===== config.mk =====
export PLATFORM = sky130hd
export DESIGN_NAME = lift_call_scheduler
export DESIGN_NICKNAME = d
export VERILOG_FILES = /design/src/rtl/lift_pkg.sv /design/src/rtl/lift_call_select.sv /design/src/rtl/lift_call_scheduler.sv
export SDC_FILE = /design/constraint.sdc
export NUM_CORES = 1
export LEC_CHECK = 0
export ABC_AREA = 1
export BUFFER_PORTS_ARGS = -buffer_cell sky130_fd_sc_hd__buf_2
export CORE_ASPECT_RATIO = 1.2
export CORE_MARGIN = 2
export CORE_UTILIZATION = 55
export DETAILED_ROUTE_END_ITERATION = 12
export GPL_ROUTABILITY_DRIVEN = 0
export MAX_ROUTING_LAYER = met4
export PLACE_DENSITY = 0.8
export SLEW_MARGIN = 10
export SYNTH_ARGS = -nofsm -noshare
export SYNTH_HDL_FRONTEND = slang
export SYNTH_SLANG_ARGS = --single-unit

===== constraint.sdc =====
create_clock -name clk -period 3.9 [get_ports clk]
set_input_delay 0.39 -clock clk [delete_from_list [all_inputs] [get_ports clk]]
set_output_delay 0.39 -clock clk [all_outputs]
set_load 0.05 [all_outputs]

===== src/rtl/lift_pkg.sv =====
// Shared definitions for the lift hall-call scheduler and the lift FSM:
// request codes, motion outputs, button indices and the scheduler state enum.
package lift_pkg;

    localparam int unsigned NUM_CALLS = 6;
    localparam int unsigned IDX_W     = 3;
    localparam int unsigned CODE_W    = 3;
    localparam int unsigned FLOOR_W   = 2;

    localparam logic [CODE_W-1:0] REQ_NONE = 3'b000;
    localparam logic [CODE_W-1:0] REQ_1U   = 3'b001;
    localparam logic [CODE_W-1:0] REQ_2U   = 3'b010;
    localparam logic [CODE_W-1:0] REQ_3U   = 3'b011;
    localparam logic [CODE_W-1:0] REQ_2D   = 3'b110;
    localparam logic [CODE_W-1:0] REQ_3D   = 3'b111;
    localparam logic [CODE_W-1:0] REQ_4D   = 3'b100;

    localparam logic [1:0] STAY = 2'b00;
    localparam logic [1:0] UP   = 2'b01;
    localparam logic [1:0] DOWN = 2'b10;

    localparam int unsigned BTN_1U = 0;
    localparam int unsigned BTN_2U = 1;
    localparam int unsigned BTN_3U = 2;
    localparam int unsigned BTN_2D = 3;
    localparam int unsigned BTN_3D = 4;
    localparam int unsigned BTN_4D = 5;

    localparam logic [NUM_CALLS-1:0] UP_CALLS = 6'b000111;
    localparam logic [NUM_CALLS-1:0] DN_CALLS = 6'b111000;

    typedef enum logic [1:0] {
        S_IDLE   = 2'd0,
        S_ISSUE  = 2'd1,
        S_SETTLE = 2'd2,
        S_WAIT   = 2'd3
    } sched_state_e;

    // Floor the button is on (0..3 = floors 1..4).
    function automatic logic [FLOOR_W-1:0] call_floor(input logic [IDX_W-1:0] idx);
        case (idx)
            IDX_W'(BTN_1U): call_floor = 2'd0;
            IDX_W'(BTN_2U): call_floor = 2'd1;
            IDX_W'(BTN_3U): call_floor = 2'd2;
            IDX_W'(BTN_2D): call_floor = 2'd1;
            IDX_W'(BTN_3D): call_floor = 2'd2;
            IDX_W'(BTN_4D): call_floor = 2'd3;
            default:        call_floor = 2'd0;
        endcase
    endfunction

    // Floor the lift is heading to once the call is served.
    function automatic logic [FLOOR_W-1:0] call_dest(input logic [IDX_W-1:0] idx);
        case (idx)
            IDX_W'(BTN_1U): call_dest = 2'd1;
            IDX_W'(BTN_2U): call_dest = 2'd2;
            IDX_W'(BTN_3U): call_dest = 2'd3;
            IDX_W'(BTN_2D): call_dest = 2'd0;
            IDX_W'(BTN_3D): call_dest = 2'd1;
            IDX_W'(BTN_4D): call_dest = 2'd2;
            default:        call_dest = 2'd0;
        endcase
    endfunction

    function automatic logic [CODE_W-1:0] call_code(input logic [IDX_W-1:0] idx);
        case (idx)
            IDX_W'(BTN_1U): call_code = REQ_1U;
            IDX_W'(BTN_2U): call_code = REQ_2U;
            IDX_W'(BTN_3U): call_code = REQ_3U;
            IDX_W'(BTN_2D): call_code = REQ_2D;
            IDX_W'(BTN_3D): call_code = REQ_3D;
            IDX_W'(BTN_4D): call_code = REQ_4D;
            default:        call_code = REQ_NONE;
        endcase
    endfunction

    function automatic logic call_is_up(input logic [IDX_W-1:0] idx);
        case (idx)
            IDX_W'(BTN_1U), IDX_W'(BTN_2U), IDX_W'(BTN_3U): call_is_up = 1'b1;
            default:                                        call_is_up = 1'b0;
        endcase
    endfunction

endpackage


===== src/rtl/lift_call_select.sv =====
// Combinational SCAN picker: chooses the next hall call from the pending set
// given the tracked floor and travel direction.
module lift_call_select
    import lift_pkg::*;
(
    input  logic [NUM_CALLS-1:0] pending,
    input  logic [FLOOR_W-1:0]   cur_floor,
    input  logic                 dir_up,
    output logic                 sel_valid,
    output logic [IDX_W-1:0]     sel_idx,
    output logic [CODE_W-1:0]    sel_code,
    output logic [FLOOR_W-1:0]   sel_floor,
    output logic                 sel_dir_up
);

    logic [NUM_CALLS-1:0] up_ok;
    logic [NUM_CALLS-1:0] dn_ok;
    logic [NUM_CALLS-1:0] u_all;
    logic [NUM_CALLS-1:0] d_all;

    // Within one direction, index order matches floor order, so lowest index = lowest floor.
    function automatic logic [IDX_W-1:0] lowest(input logic [NUM_CALLS-1:0] m);
        lowest = '0;
        for (int i = int'(NUM_CALLS) - 1; i >= 0; i--) begin
            if (m[i]) lowest = IDX_W'(i);
        end
    endfunction

    function automatic logic [IDX_W-1:0] highest(input logic [NUM_CALLS-1:0] m);
        highest = '0;
        for (int i = 0; i < int'(NUM_CALLS); i++) begin
            if (m[i]) highest = IDX_W'(i);
        end
    endfunction

    always_comb begin
        up_ok = '0;
        dn_ok = '0;
        for (int i = 0; i < int'(NUM_CALLS); i++) begin
            up_ok[i] = pending[i] & UP_CALLS[i] & (call_floor(IDX_W'(i)) >= cur_floor);
            dn_ok[i] = pending[i] & DN_CALLS[i] & (call_floor(IDX_W'(i)) <= cur_floor);
        end
    end

    assign u_all = pending & UP_CALLS;
    assign d_all = pending & DN_CALLS;

    // Same-direction pass first, then the opposite pass, then the fallback sweep.
    always_comb begin
        sel_idx = '0;
        if (dir_up) begin
            if (|up_ok)      sel_idx = lowest(up_ok);
            else if (|dn_ok) sel_idx = highest(dn_ok);
            else if (|d_all) sel_idx = highest(d_all);
            else             sel_idx = lowest(u_all);
        end else begin
            if (|dn_ok)      sel_idx = highest(dn_ok);
            else if (|up_ok) sel_idx = lowest(up_ok);
            else if (|u_all) sel_idx = lowest(u_all);
            else             sel_idx = highest(d_all);
        end
    end

    assign sel_valid  = |pending;
    assign sel_code   = call_code(sel_idx);
    assign sel_floor  = call_dest(sel_idx);
    assign sel_dir_up = call_is_up(sel_idx);

endmodule


===== src/rtl/lift_call_scheduler.sv =====
// Hall-call queue in front of the lift FSM: latches sticky calls, tracks floor
// and direction, and issues one SCAN-selected request per handshake round.
module lift_call_scheduler
    import lift_pkg::*;
(
    input  logic                 clk,
    input  logic                 rst,
    input  logic [NUM_CALLS-1:0] btn,
    input  logic                 lift_done,
    output logic [CODE_W-1:0]    req_code,
    output logic                 q_empty,
    output logic [NUM_CALLS-1:0] pending,
    output logic [FLOOR_W-1:0]   cur_floor,
    output logic                 dir_up
);

    sched_state_e         state_q, state_d;
    logic [NUM_CALLS-1:0] pending_q, pending_d;
    logic [CODE_W-1:0]    req_code_q, req_code_d;
    logic [FLOOR_W-1:0]   cur_floor_q, cur_floor_d;
    logic                 dir_up_q, dir_up_d;
    logic [NUM_CALLS-1:0] clr;

    logic                 sel_valid;
    logic [IDX_W-1:0]     sel_idx;
    logic [CODE_W-1:0]    sel_code;
    logic [FLOOR_W-1:0]   sel_floor;
    logic                 sel_dir_up;

    lift_call_select u_select (
        .pending    (pending_q),
        .cur_floor  (cur_floor_q),
        .dir_up     (dir_up_q),
        .sel_valid  (sel_valid),
        .sel_idx    (sel_idx),
        .sel_code   (sel_code),
        .sel_floor  (sel_floor),
        .sel_dir_up (sel_dir_up)
    );

    always_ff @(posedge clk or posedge rst) begin
        if (rst) begin
            state_q     <= S_IDLE;
            pending_q   <= '0;
            req_code_q  <= REQ_NONE;
            cur_floor_q <= '0;
            dir_up_q    <= 1'b1;
        end else begin
            state_q     <= state_d;
            pending_q   <= pending_d;
            req_code_q  <= req_code_d;
            cur_floor_q <= cur_floor_d;
            dir_up_q    <= dir_up_d;
        end
    end

    always_comb begin
        state_d     = state_q;
        req_code_d  = REQ_NONE;
        cur_floor_d = cur_floor_q;
        dir_up_d    = dir_up_q;
        clr         = '0;
        case (state_q)
            S_IDLE: begin
                if (sel_valid && lift_done) begin
                    clr         = NUM_CALLS'(1) << sel_idx;
                    req_code_d  = sel_code;
                    cur_floor_d = sel_floor;
                    dir_up_d    = sel_dir_up;
                    state_d     = S_ISSUE;
                end
            end
            S_ISSUE: begin
                if (lift_done) state_d = S_SETTLE;
                else           req_code_d = req_code_q;
            end
            S_SETTLE: state_d = S_WAIT;
            S_WAIT: begin
                if (lift_done) state_d = S_IDLE;
            end
            default: state_d = S_IDLE;
        endcase
        // A press landing on the call being cleared keeps it pending.
        pending_d = (pending_q & ~clr) | btn;
    end

    assign req_code  = req_code_q;
    assign pending   = pending_q;
    assign cur_floor = cur_floor_q;
    assign dir_up    = dir_up_q;
    assign q_empty   = (pending_q == '0) && ((state_q == S_IDLE) || (state_q == S_WAIT));

endmodule


==> impl_metrics.json, run 1 <==
{
  "rr_worst_depth": 12,
  "drv_cap": 0,
  "drt_iter0_markers": 14,
  "die_h_um": 51.3,
  "startpoint_type": "flop",
  "worstMarginPinSlew_ps": 532,
  "outcome": "finished clean",
  "fmax_mhz": 504,
  "grt_max_degree": 15,
  "dp_hpwl_um": 1790,
  "wl_per_cell_um": 11.9,
  "ys_seq_elements": 14,
  "port-buffer-count": 21,
  "synth_nets": 160,
  "worst-path-max-fanout": 6,
  "critPathKind": "flop to output port",
  "post_cts_resized": 0,
  "finalCritPeriodShare_pct": 50.9,
  "cts_tree": "yes",
  "start_util_pct": 56.7,
  "hold_class": "input pin to async pin",
  "syn_area_sq_um": 1020,
  "cts_buffers": 3,
  "hold_ws_ps": 125,
  "instances_no_fill": 191,
  "rows": 17,
  "switching_share_pct": 57.7,
  "ctsHoldBuffers": 0,
  "dp.cells": 187,
  "power_switching_mw": 0.636,
  "cts-root-buf": "clkbuf_4",
  "postCtsSetupBuffers": 0,
  "layout_common_cells": "nand2_1 (47), buf_2 (21), inv_1 (19)",
  "ff2ff_setup_slack_ps": 2210,
  "final_common_cell": "nand2_1",
  "vias_per_cell": 5.21,
  "netlist_instances": 147,
  "power_frac_clock_pct": 9.7,
  "hold_viol": 0,
  "ant_nets": 0,
  "min_period_ps": 1990,
  "cts_sinks": 14,
  "timing.rr.start": "cur_floor[1]",
  "diodes": 0,
  "power.total_mw": 1.10,
  "antenna_found_initial": 0,
  "cp.required_ps": 3510,
  "overflow": 0,
  "layout.nets": 186,
  "htree_num_levels": 1,
  "wl_um": 2270,
  "fp.coreArea_sq_um": 1810,
  "power.leakage_nw": 0.656,
  "power_frac_comb_pct": 66.4,
  "clk_latency_ps": 290,
  "vias": 995,
  "ys_warn_count": 0,
  "first_pass_iters": 4,
  "grt_pass1_wl_um": 3860,
  "setup-tns-final_ps": 0,
  "drc": 0,
  "syn_avg_cell_area_sq_um": 6.97,
  "clkTransAtPathRegs_ps": 90,
  "finClkSkew_ps": 5.12,
  "maxSlewHeadroom_pct": 64.5,
  "r2r_end": "pending[2]",
  "ys_seq_area_share_pct": 34.3,
  "drv_slew": 0,
  "boundaryPins": 22,
  "rsz0062_at_grt": "no",
  "cts_max_path_buffers": 2,
  "peakVddDrop_mv": 0.495,
  "dieArea_sq_um": 2230,
  "grt_pass1_vias": 956,
  "ys_types": 23,
  "end_kind": "output port",
  "nFillCells": 156,
  "p_int_mw": 0.465,
  "setup_viol": 0,
  "die_w_um": 43.4,
  "drive_above_1_share_pct": 30.2,
  "seqPwrFrac_pct": 23.9,
  "grt_use_total_pct": 23.6,
  "p_per_area_nw_per_um2": 925,
  "cp.arrival_ps": 1600,
  "area_delta_synth_final_pct": 16.1
}
## worst max-delay path, cell delays in order (launching register included)
cell and delay, ps:
dfrtp_1 450, nor2_2 210, inv_2 40, nor2_1 150, nand3_2 110, nor2_1 90, buf_2 260
## final cells by class
class	instances	area, sq um	area share (%)
inverters	25	93.8	7.89
repair buffers	21	105	8.83
multi-input cells	108	579	48.7
clock buffers	4	36.3	3.05
flip-flops and latches	14	352	29.5
well taps	19	23.8	2.00
## power groups by stage
stage	Clock (mW)	Combinational (mW)	Sequential (mW)
2_1_floorplan	0	0.455	0.387
3_3_place_gp	0	0.702	0.262
3_5_place_dp	0	0.723	0.266
4_1_cts	0.106	0.728	0.264
5_1_grt	0.113	0.802	0.272
6_report	0.107	0.731	0.263
## registers in the layout, indices dropped and copies added (netlist names)
name,count
cur_floor,2
dir_up,1
pending,6
req_code,3
state_q,2
## logic make-up (layout without fill, tap and decap cells)
group	after synthesis	after routing	synth area share (%)
fa+ha+maj	4	4	4.88
compound gates	17	17	10.0
buf+inv	25	50	9.16
simple gates	87	87	41.6
flops	14	14	34.3
## routing by layer
metal / vias up / share of wire (%) / wire length [um] / GRT usage, %
met5: - / 0 / 0 / -
met4: 0 / 1.8 / 42 / 11.1
met3: 6 / 3.0 / 68 / 1.41
met2: 26 / 52 / 1180 / 41.3
met1: 456 / 43 / 983 / 27.1
li1: 507 / - / - / -
## per-stage QoR
stage | utilization (%) | setup slack, ps | cell area (sq um)
finish | 65.8 | 1910 | 1190
global route | 65.8 | 1800 | 1190
CTS | 65.8 | 1920 | 1190
detailed placement | 63.8 | 2220 | 1150
global placement | 63.8 | 2250 | 1150
floorplan | - | 1750 | 1020
## Yosys cell counts (all sizes together)
cell type | count | area, sq um
nand2 | 55 | 236
inv | 24 | 90.1
nor2 | 16 | 85.1
nand3 | 15 | 100
dfrtp | 13 | 325
o21ai | 9 | 45.0
a21oi | 4 | 23.8
ha | 4 | 50.1
a21boi | 1 | 7.51
a21o | 1 | 7.51
clkinv | 1 | 3.75
dfstp | 1 | 26.3
nor3 | 1 | 5.00
o211ai | 1 | 7.51
o21bai | 1 | 11.3
## worst max path at each step
stage / startpoint / to / cells after the start
2_1_floorplan: pending[0] / q_empty / 5
4_1_cts: pending[0] / q_empty / 6
6_report: pending[0] / q_empty / 6
3_3_place_gp: pending[0] / q_empty / 6
5_1_grt: pending[0] / q_empty / 6
3_5_place_dp: cur_floor[1] / pending[2] / 12
No activity file was read; power rests on OpenSTA's default activity.
==> run 2: changes to the inputs <==
--- a/config.mk
+++ b/config.mk
@@ -5,15 +5,15 @@
 export SDC_FILE = /design/constraint.sdc
 export NUM_CORES = 1
 export LEC_CHECK = 0
-export ABC_AREA = 1
+export ABC_AREA = 0
 export BUFFER_PORTS_ARGS = -buffer_cell sky130_fd_sc_hd__buf_2
 export CORE_ASPECT_RATIO = 1.2
 export CORE_MARGIN = 2
-export CORE_UTILIZATION = 55
+export CORE_UTILIZATION = 48
 export DETAILED_ROUTE_END_ITERATION = 12
 export GPL_ROUTABILITY_DRIVEN = 0
 export MAX_ROUTING_LAYER = met4
-export PLACE_DENSITY = 0.8
+export PLACE_DENSITY = 0.74
 export SLEW_MARGIN = 10
 export SYNTH_ARGS = -nofsm -noshare
 export SYNTH_HDL_FRONTEND = slang
==> constraint.sdc (replaced) <==
create_clock -name clk -period 1.6 [get_ports clk]
set_input_delay 0.16 -clock clk [delete_from_list [all_inputs] [get_ports clk]]
set_output_delay 0.16 -clock clk [all_outputs]
set_load 0.05 [all_outputs]
==> run 2 against run 1 <==
Against the previous run: die area grew 15%; critical path depth decreased by 1; largest power group unchanged; wire length up 58%; largest cell class unchanged; via count grew 21%; setup slack lost 2400 ps; cell count rose by 12%; the flow now finishes with violations (setup timing).
==> impl_metrics.json, run 2 <==
{
  "outcome": "finished, violations left",
  "violations": "setup timing",
  "syn_area_sq_um": 1040,
  "synthAdderAreaFrac_pct": 4.80,
  "synthXorXnorAreaFrac_pct": 0,
  "first_pass_iters": 4,
  "cts_max_path_buffers": 2,
  "worst_slack_ps": -523,
  "ys_top_cells_by_count": "dfrtp_1 (13), nor2_1 (12), inv_1 (11), o21ai_0 (11)",
  "grt_pass1_vias": 1187,
  "die_w_um": 46.5,
  "port-buffer-count": 21,
  "drv_cap": 0,
  "met3_wirelength_um": 133,
  "power.total_mw": 3.82,
  "p_per_area_nw_per_um2": 2200,
  "slowest_delay_ps": 460,
  "path_buf_inv": 2,
  "finalCritPeriodShare_pct": 133,
  "largest_reg_flops": 6,
  "cts-root-buf": "clkbuf_4",
  "worstMarginPinSlew_ps": 560,
  "cts_buffers": 3,
  "route.met2.wl_um": 2030,
  "synth_top_area_share_pct": 31.2,
  "end_kind": "output port",
  "synthFlopType": "dfrtp_1",
  "overflow": 0,
  "drv_slew": 0,
  "yosys.area.top_type": "dfrtp_1",
  "synth_compound_area_share_pct": 30.3,
  "power.leakage_nw": 0.784,
  "grt_pass1_wl_um": 5370,
  "nFillCells": 103,
  "htree_num_levels": 1,
  "rsz0062_at_grt": "yes",
  "synthSimpleGateAreaFrac_pct": 22.1,
  "ys_seq_area_share_pct": 33.7,
  "cp.arrival_ps": 1960,
  "setup_viol": 15,
  "cp.required_ps": 1440,
  "clk_latency_ps": 290,
  "vias_per_cell": 5.63,
  "area_delta_synth_final_pct": 66.9,
  "cts_sinks": 14,
  "wl_per_cell_um": 16.8,
  "syn_avg_cell_area_sq_um": 8.34,
  "worst-path-max-fanout": 3,
  "cp_top_family": "simple AND/OR/NAND/NOR gates",
  "drive_above_1_share_pct": 58.2,
  "hold_class": "input pin to flop",
  "synth_top_family_by_area": "compound AO/OA/AOI/OAI gates",
  "muxShareOfSynthArea_pct": 0.960,
  "dieArea_sq_um": 2560,
  "startpoint_type": "flop",
  "crit_chain": "or3_4, or4_4, buf_6, nor2_4, buf_6",
  "synth_nets": 138,
  "layout.nets": 198,
  "ant_nets": 0,
  "final_common_cell": "buf_4",
  "diodes": 0,
  "die_h_um": 55.0,
  "netlist_instances": 125,
  "boundaryPins": 22,
  "ys_types": 37,
  "fp.coreArea_sq_um": 2050,
  "clkTransAtPathRegs_ps": 100,
  "fmax_mhz": 471,
  "yosys-top-cells-area": "dfrtp_1 (31%), nor2b_1 (5.4%), o21ai_0 (5.3%), ha_1 (4.8%), nor2_1 (4.3%)",
  "slowest_stage": "or4_4",
  "stdcell_area_sq_um": 1740,
  "placed_cell_area_sq_um": 1390,
  "min_period_ps": 2120,
  "wl_met1_um": 1370,
  "cpMostUsedCell": "buf_6",
  "pre_cts_ws_ps": -393,
  "cts_tree": "yes",
  "multi_input_area_sq_um": 798,
  "peakVddDrop_mv": 1.69,
  "dp_hpwl_um": 2140,
  "seq_area_sq_um": 362,
  "hold_viol": 0,
  "yosysMostFrequentCell": "dfrtp_1",
  "rows": 18,
  "topRoutingLayerUsed": "met4",
  "drt_iter0_markers": 32,
  "grt_use_total_pct": 30.6,
  "ys_seq_elements": 14,
  "synth-edff-count": 0,
  "critPathKind": "flop to output port",
  "ys_warn_count": 0,
  "wl_um": 3600,
  "start_util_pct": 50.9,
  "async_flop_share_pct": 100,
  "layout_common_cells": "buf_4 (34), buf_2 (20), inv_1 (11)",
  "maxSlewHeadroom_pct": 62.6,
  "finClkSkew_ps": 12.5,
  "vias": 1205,
  "drc": 0,
  "grt_max_degree": 15,
  "antenna_found_initial": 0
}
## run 2: cell types whose count changed in the layout (fill, tap and decap cells not counted), sizes merged, moves of 3 or more
cell    before  now
nor2b        0    9
a21o         1    5
nor2        16   12
o311ai       0    3
nand3       15    3
nand2       55    9
inv         24   11
nand2b       0    3
a31oi        0    5
buf         21   62
## run 2: final timing paths
| path | startpoint | end | slack [ps] | cells past startpoint |
|---|---|---|---|---|
| max | pending[1] | q_empty | -520 | 5 |
| min | btn[4] | pending[4] | 40 | 2 |
| max reg2reg | pending[1] | state_q[0] | -470 | 8 |
| min reg2reg | req_code[0] | req_code[0] | 500 | 2 |
| max in group asynchronous | rst | cur_floor[0] | 730 | 3 |
| min in group asynchronous | rst | req_code[1] | 450 | 3 |
## run 2: what timing repair did
action,CTS,global route
setup buffers,7,5
hold buffers,1,0
endpoints found under the setup margin,15,15
pin swaps,7,7
gates resized for setup,38,17
hold endpoints to repair,13,0
## run 2: area by class of cell
| type | count | share of cell area (%) |
|---|---|---|
| inverters | 11 | 2.37 |
| well taps | 30 | 2.16 |
| flip-flops and latches | 14 | 20.8 |
| clock buffers | 4 | 2.09 |
| repair buffers | 63 | 26.7 |
| multi-input cells | 92 | 45.9 |
## run 2: power breakdown
| part | switching [mW] | internal, mW | total (mW) |
|---|---|---|---|
| combinational | 1.64 | 1.31 | 2.95 |
| clock | 0.127 | 0.139 | 0.265 |
| sequential | 0.115 | 0.494 | 0.609 |
## run 2: cells by family after synthesis
kind of cell / Yosys count
compound gates: 44
fa+ha+maj: 4
buf+inv: 19
flops: 14
mux: 1
simple gates: 43
## run 2: layer usage
layer / vias to the layer above / track usage (%)
met5: - / -
met4: 0 / 11.4
met3: 8 / 1.30
met2: 43 / 56.9
met1: 589 / 33.9
li1: 565 / -
## run 2: worst reg2reg max path: cells and delay by family (launching register included)
family | cells | cell delay [ps]
flip-flops | 1 | 430
AND/OR/NAND/NOR | 2 | 860
AO/OA/AOI/OAI | 4 | 380
buffers and inverters | 2 | 280
## run 2: per-stage QoR
step	TNS [ps]	hold slack, ps	utilization, %	cells
floorplan	-5930	48.0	-	125
global placement	-4240	223	68.0	200
detailed placement	-4610	225	68.0	200
CTS	-4250	45.3	79.5	211
global route	-6210	56.3	84.9	214
finish	-5430	41.8	84.9	214
==> run 3: changes to the inputs <==
--- a/config.mk
+++ b/config.mk
@@ -7,13 +7,15 @@
 export LEC_CHECK = 0
 export ABC_AREA = 0
 export BUFFER_PORTS_ARGS = -buffer_cell sky130_fd_sc_hd__buf_2
-export CORE_ASPECT_RATIO = 1.2
+export CELL_PAD_IN_SITES_DETAIL_PLACEMENT = 0
+export CELL_PAD_IN_SITES_GLOBAL_PLACEMENT = 1
+export CORE_ASPECT_RATIO = 1.1
 export CORE_MARGIN = 2
-export CORE_UTILIZATION = 48
+export CORE_UTILIZATION = 35
 export DETAILED_ROUTE_END_ITERATION = 12
 export GPL_ROUTABILITY_DRIVEN = 0
 export MAX_ROUTING_LAYER = met4
-export PLACE_DENSITY = 0.74
+export PLACE_DENSITY_LB_ADDON = 0.1
 export SLEW_MARGIN = 10
 export SYNTH_ARGS = -nofsm -noshare
 export SYNTH_HDL_FRONTEND = slang
==> run 3 against run 2 <==
Against the previous run: the run still ends with setup timing left; critical path type unchanged; critical endpoint unchanged; total power is 9.1% higher; register-to-register slack better by 40 ps; largest power group unchanged; non-clock buffer count is 3 higher; fmax is 1.9% higher.
==> impl_metrics.json, run 3 (synthesis gave the netlist of run 2 again) <==
{
  "outcome": "finished, violations left",
  "violations": "setup timing",
  "antenna_found_initial": 0,
  "p_per_area_nw_per_um2": 2200,
  "cts_buffers": 3,
  "diodes": 0,
  "cts_max_path_buffers": 2,
  "ff2ff_setup_slack_ps": -430,
  "grt_pass1_vias": 1215,
  "power.leakage_nw": 0.839,
  "worstMarginPinSlew_ps": 538,
  "slowest_delay_ps": 450,
  "cp.required_ps": 1440,
  "die_w_um": 56.0,
  "cp_top_family": "simple AND/OR/NAND/NOR gates",
  "finalCritPeriodShare_pct": 130,
  "port-buffer-count": 21,
  "hold_class": "input pin to flop",
  "ant_nets": 0,
  "pre_cts_ws_ps": -401,
  "overflow": 0,
  "maxSlewHeadroom_pct": 64.1,
  "cp.depth": 5,
  "grt_pass1_wl_um": 5600,
  "clkTransAtPathRegs_ps": 90,
  "cts-root-buf": "clkbuf_4",
  "grt_max_degree": 15,
  "vias_per_cell": 5.38,
  "cts_sinks": 14,
  "first_pass_iters": 4,
  "vias": 1184,
  "fp.coreArea_sq_um": 2800,
  "cp.arrival_ps": 1920,
  "cts_tree": "yes",
  "seqPwrFrac_pct": 14.7,
  "layout.nets": 201,
  "drv_slew": 0,
  "fmax_mhz": 480,
  "area_delta_synth_final_pct": 81.6,
  "power_frac_comb_pct": 78.9,
  "dieArea_sq_um": 3430,
  "htree_num_levels": 1,
  "startpoint_type": "flop",
  "switching_share_pct": 47.8,
  "critPathKind": "flop to output port",
  "finClkSkew_ps": 9.75,
  "peakVddDrop_mv": 1.35,
  "drive_above_1_share_pct": 63.6,
  "timing.rr.start": "pending[1]",
  "power_frac_clock_pct": 6.4,
  "setup_viol": 15,
  "slowest_stage": "or4_4",
  "timing.critical_path.from": "pending[1]",
  "drt_iter0_markers": 28,
  "dp_hpwl_um": 2320,
  "rsz0062_at_grt": "yes",
  "drv_cap": 0,
  "drc": 0,
  "endpoint": "q_empty",
  "start_util_pct": 37.2,
  "min_period_ps": 2080,
  "die_h_um": 61.2,
  "largest_reg_flops": 6,
  "p_int_mw": 2.18,
  "worst-path-max-fanout": 3,
  "r2r_end": "state_q[0]",
  "path_buf_inv": 2,
  "grt_use_total_pct": 22.0,
  "wl_um": 3440,
  "final_common_cell": "buf_4",
  "wl_per_cell_um": 15.6,
  "worst_slack_ps": -483,
  "hold_viol": 0,
  "power.total_mw": 4.17,
  "end_kind": "output port",
  "rr_worst_depth": 8,
  "boundaryPins": 22,
  "layout_common_cells": "buf_4 (35), buf_2 (21), inv_1 (11)",
  "clk_latency_ps": 300,
  "power_switching_mw": 1.99,
  "crit_chain": "or3_4, or4_4, buf_6, nor2_4, buf_8",
  "rows": 20
}
run 3: cell count changes in the layout (fill, tap and decap cells not counted), sizes merged:
cell  delta
buf      +3
run 3: power by group through the flow:
stage	registers [mW]	logic [mW]	clock network, mW
5_1_grt	0.633	3.50	0.272
2_1_floorplan	0.908	0.975	0
3_3_place_gp	0.610	2.03	0
4_1_cts	0.608	2.89	0.267
6_report	0.612	3.29	0.266
3_5_place_dp	0.610	2.05	0
run 3: how the worst min path moves through the flow:
stage | endpoint | from | cells after the start
5_1_grt | pending[4] | btn[4] | 2
3_5_place_dp | req_code[0] | rst | 2
4_1_cts | pending[4] | btn[4] | 2
3_3_place_gp | req_code[1] | rst | 2
6_report | pending[4] | btn[4] | 2
2_1_floorplan | req_code[0] | rst | 1
run 3: worst register-to-register path, stage by stage, from the launching register on:
cell	delay [ps]
dfrtp_2	420
or3_4	380
or4_4	450
buf_6	140
buf_4	130
o21ai_4	130
o31ai_4	100
o21ai_1	80
o21ai_1	70
run 3: final cells by class:
type,count,area [sq um]
multi-input combinational,92,913
fill,237,910
timing repair buffer,66,499
sequential,14,362
inverter,11,41.3
tap,33,41.3
clock buffer,4,36.3
run 3: layer usage:
layer  GRT usage, %  wire [um]
met1           23.7       1390
met2           41.2       1920
met3           1.89         54
met4           11.2         76
met5              -          0
run 3: metrics by stage:
stage | std cells | util (%) | hold slack [ps] | TNS [ps] | cell area [sq um]
floorplan | 125 | - | 48.0 | -5930 | 1060
finish | 220 | 67.5 | 31.2 | -5450 | 1890
global route | 220 | 67.5 | 55.7 | -6790 | 1890
detailed placement | 203 | 49.9 | 240 | -4550 | 1400
global placement | 203 | 49.9 | 227 | -4340 | 1400
CTS | 214 | 62.0 | 36.0 | -5060 | 1740
run 3: repair_timing:
item                                    in CTS  in global routing
cloned                                       1                  0
endpoints found under the setup margin      15                 15
hold buffers                                 1                  0
endpoints found under the hold margin       13                  0
pin swaps                                    8                  7
buffers inserted                             8                  7
resized for setup                           59                 19
